<file path="config.mk">
export PLATFORM = sky130hd
export DESIGN_NAME = free_list_ctrl
export DESIGN_NICKNAME = d
export VERILOG_FILES = /design/src/rtl/free_list_ctrl.sv
export SDC_FILE = /design/constraint.sdc
export NUM_CORES = 1
export LEC_CHECK = 0
export ABC_AREA = 1
export BUFFER_PORTS_ARGS = -buffer_cell sky130_fd_sc_hd__buf_2
export CORE_MARGIN = 2
export CORE_UTILIZATION = 35
export CTS_CLUSTER_DIAMETER = 50
export DETAILED_ROUTE_END_ITERATION = 10
export SKIP_LAST_GASP = 1
export SLEW_MARGIN = 15
export SYNTH_ARGS = -nofsm -noshare
export SYNTH_HDL_FRONTEND = slang
export SYNTH_SLANG_ARGS = --single-unit
export TNS_END_PERCENT = 50
</file>
<file path="constraint.sdc">
create_clock -name clock -period 5.51 [get_ports clock]
set_clock_uncertainty 0.1 [all_clocks]
set_input_delay 0.2755 -clock clock [delete_from_list [all_inputs] [get_ports clock]]
set_output_delay 0.2755 -clock clock [all_outputs]
set_load 0.01 [all_outputs]
</file>
<file path="src/rtl/free_list_ctrl.sv">
// Rename-stage allocation controller for the physical-register free list.
// Grants in-order pops against a shadow occupancy count and sequences mispredict recovery.
module free_list_ctrl #(
  parameter int N                   = 3,
  parameter int SIZE                = 64,  // PHYS_REG_SZ_R10K
  parameter int RECOVER_CYCLES      = 1,
  parameter int FREE_LIST_CTR_WIDTH = $clog2(SIZE + 1)
) (
  input  logic                           clock,
  input  logic                           reset,
  input  logic [N-1:0]                   alloc_req,
  input  logic [N-1:0]                   free_valid,
  input  logic                           squash_req,
  input  logic [FREE_LIST_CTR_WIDTH-1:0] rrat_counter,
  output logic [N-1:0]                   pop_en,
  output logic [N-1:0]                   alloc_grant,
  output logic                           dispatch_stall,
  output logic                           rat_squash,
  output logic [FREE_LIST_CTR_WIDTH-1:0] avail_count,
  output logic                           recovering
);

  localparam int CW = FREE_LIST_CTR_WIDTH;
  localparam int RW = (RECOVER_CYCLES > 0) ? $clog2(RECOVER_CYCLES + 1) : 1;

  localparam logic [CW:0]   SIZE_X   = (CW + 1)'(SIZE);
  localparam logic [CW:0]   ONE_X    = (CW + 1)'(1);
  localparam logic [RW-1:0] REC_INIT = RW'(RECOVER_CYCLES);
  localparam logic [RW-1:0] REC_ONE  = RW'(1);

  typedef enum logic [1:0] {
    S_NORMAL  = 2'd0,
    S_SQUASH  = 2'd1,
    S_RECOVER = 2'd2
  } state_e;

  state_e          state_q;
  logic [CW-1:0]   count_q;
  logic [CW-1:0]   count_d;
  logic [RW-1:0]   rcnt_q;
  logic            rat_squash_q;
  logic            recovering_q;

  logic [N-1:0]    grant;
  logic            blocked;
  logic [CW:0]     granted;
  logic [CW:0]     sum_x;
  logic [CW:0]     rrat_x;

  function automatic logic [CW:0] popcnt(input logic [N-1:0] v);
    logic [CW:0] c;
    c = '0;
    for (int i = 0; i < N; i++) begin
      if (v[i]) c = c + ONE_X;
    end
    return c;
  endfunction

  // In-order prefix grant: the first refused requester blocks every younger slot.
  always_comb begin
    grant   = '0;
    blocked = 1'b0;
    granted = '0;
    if (!reset && state_q == S_NORMAL && !squash_req) begin
      for (int i = 0; i < N; i++) begin
        if (alloc_req[i]) begin
          // NOTE: blocking assignments here are intentional; each slot must see the
          // running grant total left by the earlier slots within the same evaluation.
          if (!blocked && granted < {1'b0, count_q}) begin
            grant[i] = 1'b1;
            granted  = granted + ONE_X;
          end else begin
            blocked = 1'b1;
          end
        end
      end
    end
  end

  assign pop_en         = grant;
  assign alloc_grant    = grant;
  assign dispatch_stall = reset | (state_q != S_NORMAL) | squash_req | (|(alloc_req & ~grant));

  // Evaluated one bit wider so pops/pushes cannot wrap before the full-list clamp.
  always_comb begin
    sum_x   = {1'b0, count_q} - popcnt(grant) + popcnt(free_valid);
    rrat_x  = {1'b0, rrat_counter};
    count_d = count_q;
    if (state_q == S_SQUASH) begin
      count_d = (rrat_x > SIZE_X) ? SIZE_X[CW-1:0] : rrat_counter;
    end else begin
      count_d = (sum_x > SIZE_X) ? SIZE_X[CW-1:0] : sum_x[CW-1:0];
    end
  end

  always_ff @(posedge clock) begin
    if (reset) begin
      state_q      <= S_NORMAL;
      count_q      <= SIZE_X[CW-1:0];
      rcnt_q       <= '0;
      rat_squash_q <= 1'b0;
      recovering_q <= 1'b0;
    end else begin
      count_q <= count_d;
      case (state_q)
        S_NORMAL: begin
          if (squash_req) begin
            state_q      <= S_SQUASH;
            rat_squash_q <= 1'b1;
            recovering_q <= 1'b1;
          end
        end
        S_SQUASH: begin
          if (squash_req) begin
            state_q      <= S_SQUASH;
            rat_squash_q <= 1'b1;
            recovering_q <= 1'b1;
          end else if (RECOVER_CYCLES == 0) begin
            state_q      <= S_NORMAL;
            rat_squash_q <= 1'b0;
            recovering_q <= 1'b0;
          end else begin
            state_q      <= S_RECOVER;
            rcnt_q       <= REC_INIT;
            rat_squash_q <= 1'b0;
            recovering_q <= 1'b1;
          end
        end
        S_RECOVER: begin
          if (squash_req) begin
            state_q      <= S_SQUASH;
            rat_squash_q <= 1'b1;
            recovering_q <= 1'b1;
          end else if (rcnt_q <= REC_ONE) begin
            state_q      <= S_NORMAL;
            rcnt_q       <= '0;
            recovering_q <= 1'b0;
          end else begin
            rcnt_q <= rcnt_q - REC_ONE;
          end
        end
        default: begin
          state_q      <= S_NORMAL;
          rat_squash_q <= 1'b0;
          recovering_q <= 1'b0;
        end
      endcase
    end
  end

  assign rat_squash  = rat_squash_q;
  assign recovering  = recovering_q;
  assign avail_count = count_q;

endmodule

</file>
==> results of run 1 <==
flip-flops by register name (all words and copies together), names as in the netlist:
register,flops
state_q,2
avail_count,7
rat_squash,1
recovering,1
Yosys cell counts:
master / instances / area share [%]
a21boi_0: 1 / 0.58
a21o_1: 1 / 0.58
a21oi_1: 16 / 6.2
buf_2: 1 / 0.39
buf_4: 3 / 1.7
clkbuf_1: 1 / 0.29
clkinv_1: 1 / 0.29
dfxtp_1: 11 / 17
fa_1: 3 / 4.7
ha_1: 17 / 16
inv_1: 34 / 9.9
inv_2: 5 / 1.5
nand2_1: 35 / 10
nand2_2: 2 / 0.97
nand2_4: 2 / 1.7
nand3_1: 28 / 11
nand3b_1: 1 / 0.58
nand4_1: 6 / 2.9
nor2_1: 22 / 6.4
nor2_2: 1 / 0.48
nor2_4: 1 / 0.87
nor3_1: 3 / 1.2
nor3_2: 1 / 0.78
o21ai_0: 2 / 0.78
o21bai_1: 2 / 1.2
o21bai_2: 1 / 0.87
xnor2_1: 1 / 0.68
layout by cell type (no fill, tap or decap), drive strengths merged:
| cell type | n |
|---|---|
| nand3 | 28 |
| inv | 39 |
| fa | 3 |
| nand4 | 6 |
| a21oi | 16 |
| xnor2 | 1 |
| o21ai | 2 |
| buf | 31 |
| o21bai | 3 |
| nand2 | 39 |
| nor3 | 4 |
| clkinv | 1 |
| dfxtp | 11 |
| nor2 | 24 |
| ha | 17 |
| a21o | 1 |
| a21boi | 1 |
| nand3b | 1 |
| clkbuf | 4 |
final cells by class:
class	instances	area [um2]	share of cell area (%)
Clock buffer	4	45.0	2.96
Inverter	40	150	9.88
Multi-Input combinational cell	146	890	58.5
Sequential cell	11	220	14.5
Tap cell	48	60.1	3.95
Timing Repair Buffer	31	155	10.2
per-layer routing:
layer	part of all wire (%)	vias to the layer above	wire length, um
li1	-	705	-
met1	47	554	1370
met2	45	33	1310
met3	5.9	4	170
met4	1.5	0	44
met5	0	-	0
cells by family after synthesis:
logic type	count (synthesis)	synth area share, %
buf+inv	45	14.0
xor+xnor	1	0.678
simple gates	102	36.9
fa+ha+maj	20	21.1
compound gates	23	10.2
flops	11	17.1
power groups by stage:
| stage | clock network, W | logic [W] | registers [W] |
|---|---|---|---|
| detailed placement | 0 | 0.000688 | 0.000128 |
| global placement | 0 | 0.000688 | 0.000129 |
| CTS | 0.0000798 | 0.000692 | 0.000127 |
| floorplan | 0 | 0.000536 | 0.000132 |
| global route | 0.0000847 | 0.000787 | 0.000129 |
| finish | 0.0000780 | 0.000687 | 0.000126 |
per-stage QoR:
step / std cells / hold WS [ns] / util (%) / setup WS [ns] / total power (W)
after floorplan: 202 / 0.252 / - / 1.65 / 0.000668
after global placement: 276 / 0.352 / 40.9 / 1.35 / 0.000817
after detailed placement: 276 / 0.359 / 40.9 / 1.33 / 0.000816
after CTS: 280 / 0.150 / 42.2 / 1.31 / 0.000898
after global routing: 280 / 0.154 / 42.2 / 0.911 / 0.00100
final: 280 / 0.151 / 42.2 / 1.34 / 0.000892
worst max-delay path by stage:
stage / from / endpoint / slack, ns
after global placement: avail_count[5]$_SDFF_PP0_ / avail_count[1]$_SDFF_PP0_ / 1.35
after CTS: avail_count[5]$_SDFF_PP0_ / avail_count[1]$_SDFF_PP0_ / 1.31
after global routing: avail_count[5]$_SDFF_PP0_ / avail_count[1]$_SDFF_PP0_ / 0.91
after floorplan: avail_count[4]$_SDFF_PP0_ / avail_count[2]$_SDFF_PP0_ / 1.65
final: avail_count[5]$_SDFF_PP0_ / avail_count[1]$_SDFF_PP0_ / 1.34
after detailed placement: avail_count[5]$_SDFF_PP0_ / avail_count[1]$_SDFF_PP0_ / 1.33
==> flow_summary.toml, run 1 <==
[global_route]
overflow = 0
track_usage_pct = 14.6
antenna_found_initial = 0
use_met3_pct = 2.78
use_met1_pct = 19.0
grt_pass1_vias = 1198
grt_pass1_wl_um = 4930
grt_busiest_layer = "met2"
grt_max_degree = 15
grt_util_met2_pct = 24.4

[setup_path]
r2r_end = "avail_count[1]$_SDFF_PP0_"
worstSetupStartpointType = "register"
required_ns = 5.57
worst-setup-path-type = "register to register"
r2r_setup_slack_ns = 1.34
worst-path-stages = 25
slowest_delay_ns = 0.51
r2r_cells = 25
end_kind = "register"
crit_family = "adder cells"
cp.buffers_inverters = 2
crit_fanout = 6
arrival_ns = 4.23
worstReg2RegStart = "avail_count[5]$_SDFF_PP0_"
cpMaxStageDelayCell = "fa_1"

[synth]
ys_ff_latch = 11
ys_types = 27
synth_cells = 202
synth_nets = 238
synth_area_per_cell_um2 = 6.39
synth_warnings = 0
synth_seq_area_share_pct = 17.1
netlist_area_um2 = 1290

[clock_network]
cts_max_level = 1
post_cts_buffers = 0
cts_resized = 0
cts_buffers = 3
clkLatencyLatePin_ns = 0.23
clkSlewWorstSetupHoldPaths_ns = 0.05
cts.path.max_buffers = 2
cts.hold.buffers_added = 0
cts_num_sinks = 11
cts_tree = "done"
root_buffer = "clkbuf_8"

[power_and_ir_drop]
power.internal_w = 0.000411
p_sw_share_pct = 53.9
seqPwrFrac_pct = 14.2
switching_power_w = 0.000480
ir_worst_vdd_mv = 0.238
power.leakage_nw = 0.828
p_comb_share_pct = 77.1
power_density_nw_per_um2 = 586
pwr-share-clk_pct = 8.7

[timing]
finalSetupViolCount = 0
hold_viol = 0
slew_viol_final = 0
min_period_over_period_pct = 75.7
worst_pin_slew_ns = 0.800
setup_tns_ns = 0
fmax_ghz = 0.240
min_period_ns = 4.17
rsz0062_at_grt = "no"
slew_headroom_pct = 46.4

[outcome]
status = "finished, final reports clean"

[drt]
wl_um = 2900
ant_nets = 0
drc = 0
wl_per_cell_um = 10.4
num_vias = 1296
viasPerCell = 4.63
drt_first_pass_iters = 4
drt_iter0_drc = 45

[flow_run]
maxCapViolations = 0

[min_path]
min_from = "squash_req"
hold_end = "state_q[1]$_SDFFE_PP0P_"
holdPathStages = 2
hp-class = "input pin to register"

[die]
fp-row-count = 22
die_area_um2 = 4190
die_w_um = 64.7
core_um2 = 3610
start_util_pct = 35.8
io_pins = 32
die_h_um = 64.7

[placement]
placed_area_um2 = 1480
gp_congestion = 0.881
numPortBuffers = 31
dpl.hpwl_um = 2590

[cells_and_area]
num_antenna_cells = 0
design_area_um2 = 1520
final_nets = 269
drive_above_1_share_pct = 20.3
syn_to_final_growth_pct = 17.7
fill_cells = 407
(Power assumes the default switching activity.)
==> inputs of run 2 (changes only) <==
==> constraint.sdc (replaced) <==
create_clock -name clock -period 4.35 [get_ports clock]
set_clock_uncertainty 0.1 [all_clocks]
set_input_delay 0.2175 -clock clock [delete_from_list [all_inputs] [get_ports clock]]
set_output_delay 0.2175 -clock clock [all_outputs]
set_load 0.01 [all_outputs]
==> run 2 against run 1 <==
Effect of this change: power up 29%; global-route usage about the same; highest routed layer unchanged; first-iteration DRC count down 18%; combinational power up 30%; hold slack worse by 0.064 ns; register-to-register slack worse by 1.0 ns; critical path depth unchanged; sequential share of layout area down 0.33 points; sequential cell count unchanged; sequential power up 29%; final area up 2.3%; utilization up 0.97 points.
==> flow_summary.toml, run 2 (synthesized netlist as in run 1, its figures left out) <==
[outcome]
status = "finished, final reports clean"

[placement]
placed_cells = 276
gp_congestion = 0.879
dpl.hpwl_um = 2500
numPortBuffers = 31

[die]
die_area_um2 = 4190
die_w_um = 64.7
fp-row-count = 22
start_util_pct = 35.8
io_pins = 32
die_h_um = 64.7
core_um2 = 3610

[cells_and_area]
final_cell_mix = "nand2_1 (34), inv_1 (32), buf_2 (31)"
drive_above_1_share_pct = 24.3
final_nets = 272
largest_reg_flops = 7
num_antenna_cells = 0
fill_cells = 378
layout.cells.non_filler = 283
multi_input_area_um2 = 902
layout_commonest_cell = "nand2_1"
syn_to_final_growth_pct = 20.4
ff_latch_area_um2 = 220

[drt]
wl_met1_um = 1420
ant_nets = 0
viasPerCell = 4.64
drt_first_pass_iters = 4
wl_met2_um = 1270
wl_um = 2890
wl_per_cell_um = 10.2
routed-wl-met3_um = 122
drt_iter0_drc = 37
num_vias = 1314
top_layer_used = "met4"
drc = 0

[timing]
hold_viol = 0
hold_ws_ns = 0.0876
worst_pin_slew_ns = 0.836
finalSetupViolCount = 0
min_period_over_period_pct = 92.5
slew_headroom_pct = 44.1
fmax_ghz = 0.249
min_period_ns = 4.02
slew_viol_final = 0

[clock_network]
cts_num_sinks = 11
cts_buffers = 3
cts_max_level = 1
cts.path.max_buffers = 2
cts.hold.buffers_added = 0
cts_tree = "done"
root_buffer = "clkbuf_8"
clkLatencyLatePin_ns = 0.24
clkSlewWorstSetupHoldPaths_ns = 0.05

[global_route]
grt_pass1_vias = 1174
grt_max_degree = 15
track_usage_pct = 14.6
antenna_found_initial = 0
overflow = 0
grt_pass1_wl_um = 4840

[power_and_ir_drop]
power.leakage_nw = 0.834
ir_worst_vdd_mv = 0.386
power_density_nw_per_um2 = 741

[setup_path]
end_kind = "register"
required_ns = 4.42
worstSetupStartpointType = "register"
crit_fanout = 6
worst-setup-path-type = "register to register"
arrival_ns = 4.09

[flow_run]
maxCapViolations = 0

[min_path]
hp-class = "input pin to register"
-- run 2: cell types whose count changed in the layout (fill, tap and decap cells not counted), moves of 2 or more --
| cell | change |
|---|---|
| buf_4 | +3 |
| fa_1 | -2 |
| fa_2 | +2 |
| inv_1 | -2 |
| inv_2 | +2 |
-- run 2: worst paths after layout --
path              slack (ns)                   endpoint                      start  cells past startpoint
setup / recovery        0.33  avail_count[2]$_SDFF_PP0_  avail_count[5]$_SDFF_PP0_                     25
hold / removal          0.09    state_q[1]$_SDFFE_PP0P_                 squash_req                      2
setup reg to reg        0.33  avail_count[2]$_SDFF_PP0_  avail_count[5]$_SDFF_PP0_                     25
hold reg to reg         0.36    recovering$_SDFFE_PP0P_    recovering$_SDFFE_PP0P_                      2
-- run 2: routing by layer --
metal / vias up / GRT usage [%]
li1: 716 / -
met1: 551 / 19.3
met2: 39 / 22.8
met3: 8 / 2.26
met4: 0 / 7.45
met5: - / 0
-- run 2: timing repair --
| item | 4_1_cts | 5_1_grt |
|---|---|---|
| setup endpoints to repair | 0 | 7 |
| buffers inserted | 0 | 3 |
| gates resized for setup | 0 | 8 |
-- run 2: stage by stage --
step	setup slack [ns]	instance area (um2)	total power, W	utilization [%]	setup TNS (ns)
after floorplan	0.494	1290	0.000846	-	0
after global routing	-0.00185	1560	0.00129	43.1	-0.00185
after CTS	0.129	1520	0.00114	42.2	0
after detailed placement	0.144	1480	0.00103	40.9	0
after global placement	0.185	1480	0.00103	40.9	0
final	0.326	1560	0.00115	43.1	0
-- run 2: area by class of cell --
class	instances	share of cell area, %
Sequential cell	11	14.2
Multi-Input combinational cell	146	58.0
Tap cell	48	3.86
Inverter	40	9.65
Clock buffer	4	2.90
Timing Repair Buffer	34	11.4
-- run 2: power by group --
| group | leakage (nW) | switching [W] | internal (W) |
|---|---|---|---|
| Clock | 0.0228 | 0.0000368 | 0.0000642 |
| Sequential | 0.0907 | 0.0000308 | 0.000131 |
| Combinational | 0.721 | 0.000546 | 0.000344 |
-- run 2: worst max-delay path: stages (launching register included) --
cell and delay (ns):
dfxtp_1 0.34, inv_2 0.09, ha_1 0.14, nand4_1 0.12, nor3_2 0.21, nor2_1 0.06, ha_1 0.17, nand2_1 0.06
inv_1 0.04, ha_1 0.26, a21boi_1 0.14, o21bai_2 0.21, nand2_2 0.11, nand2_1 0.07, nand2_1 0.06, fa_2 0.57
fa_2 0.42, inv_1 0.09, nand2_1 0.05, nor2_1 0.10, nand3_1 0.12, nor2_4 0.10, nand2_2 0.06, nand2_4 0.07
nand3_1 0.08, a21oi_1 0.12
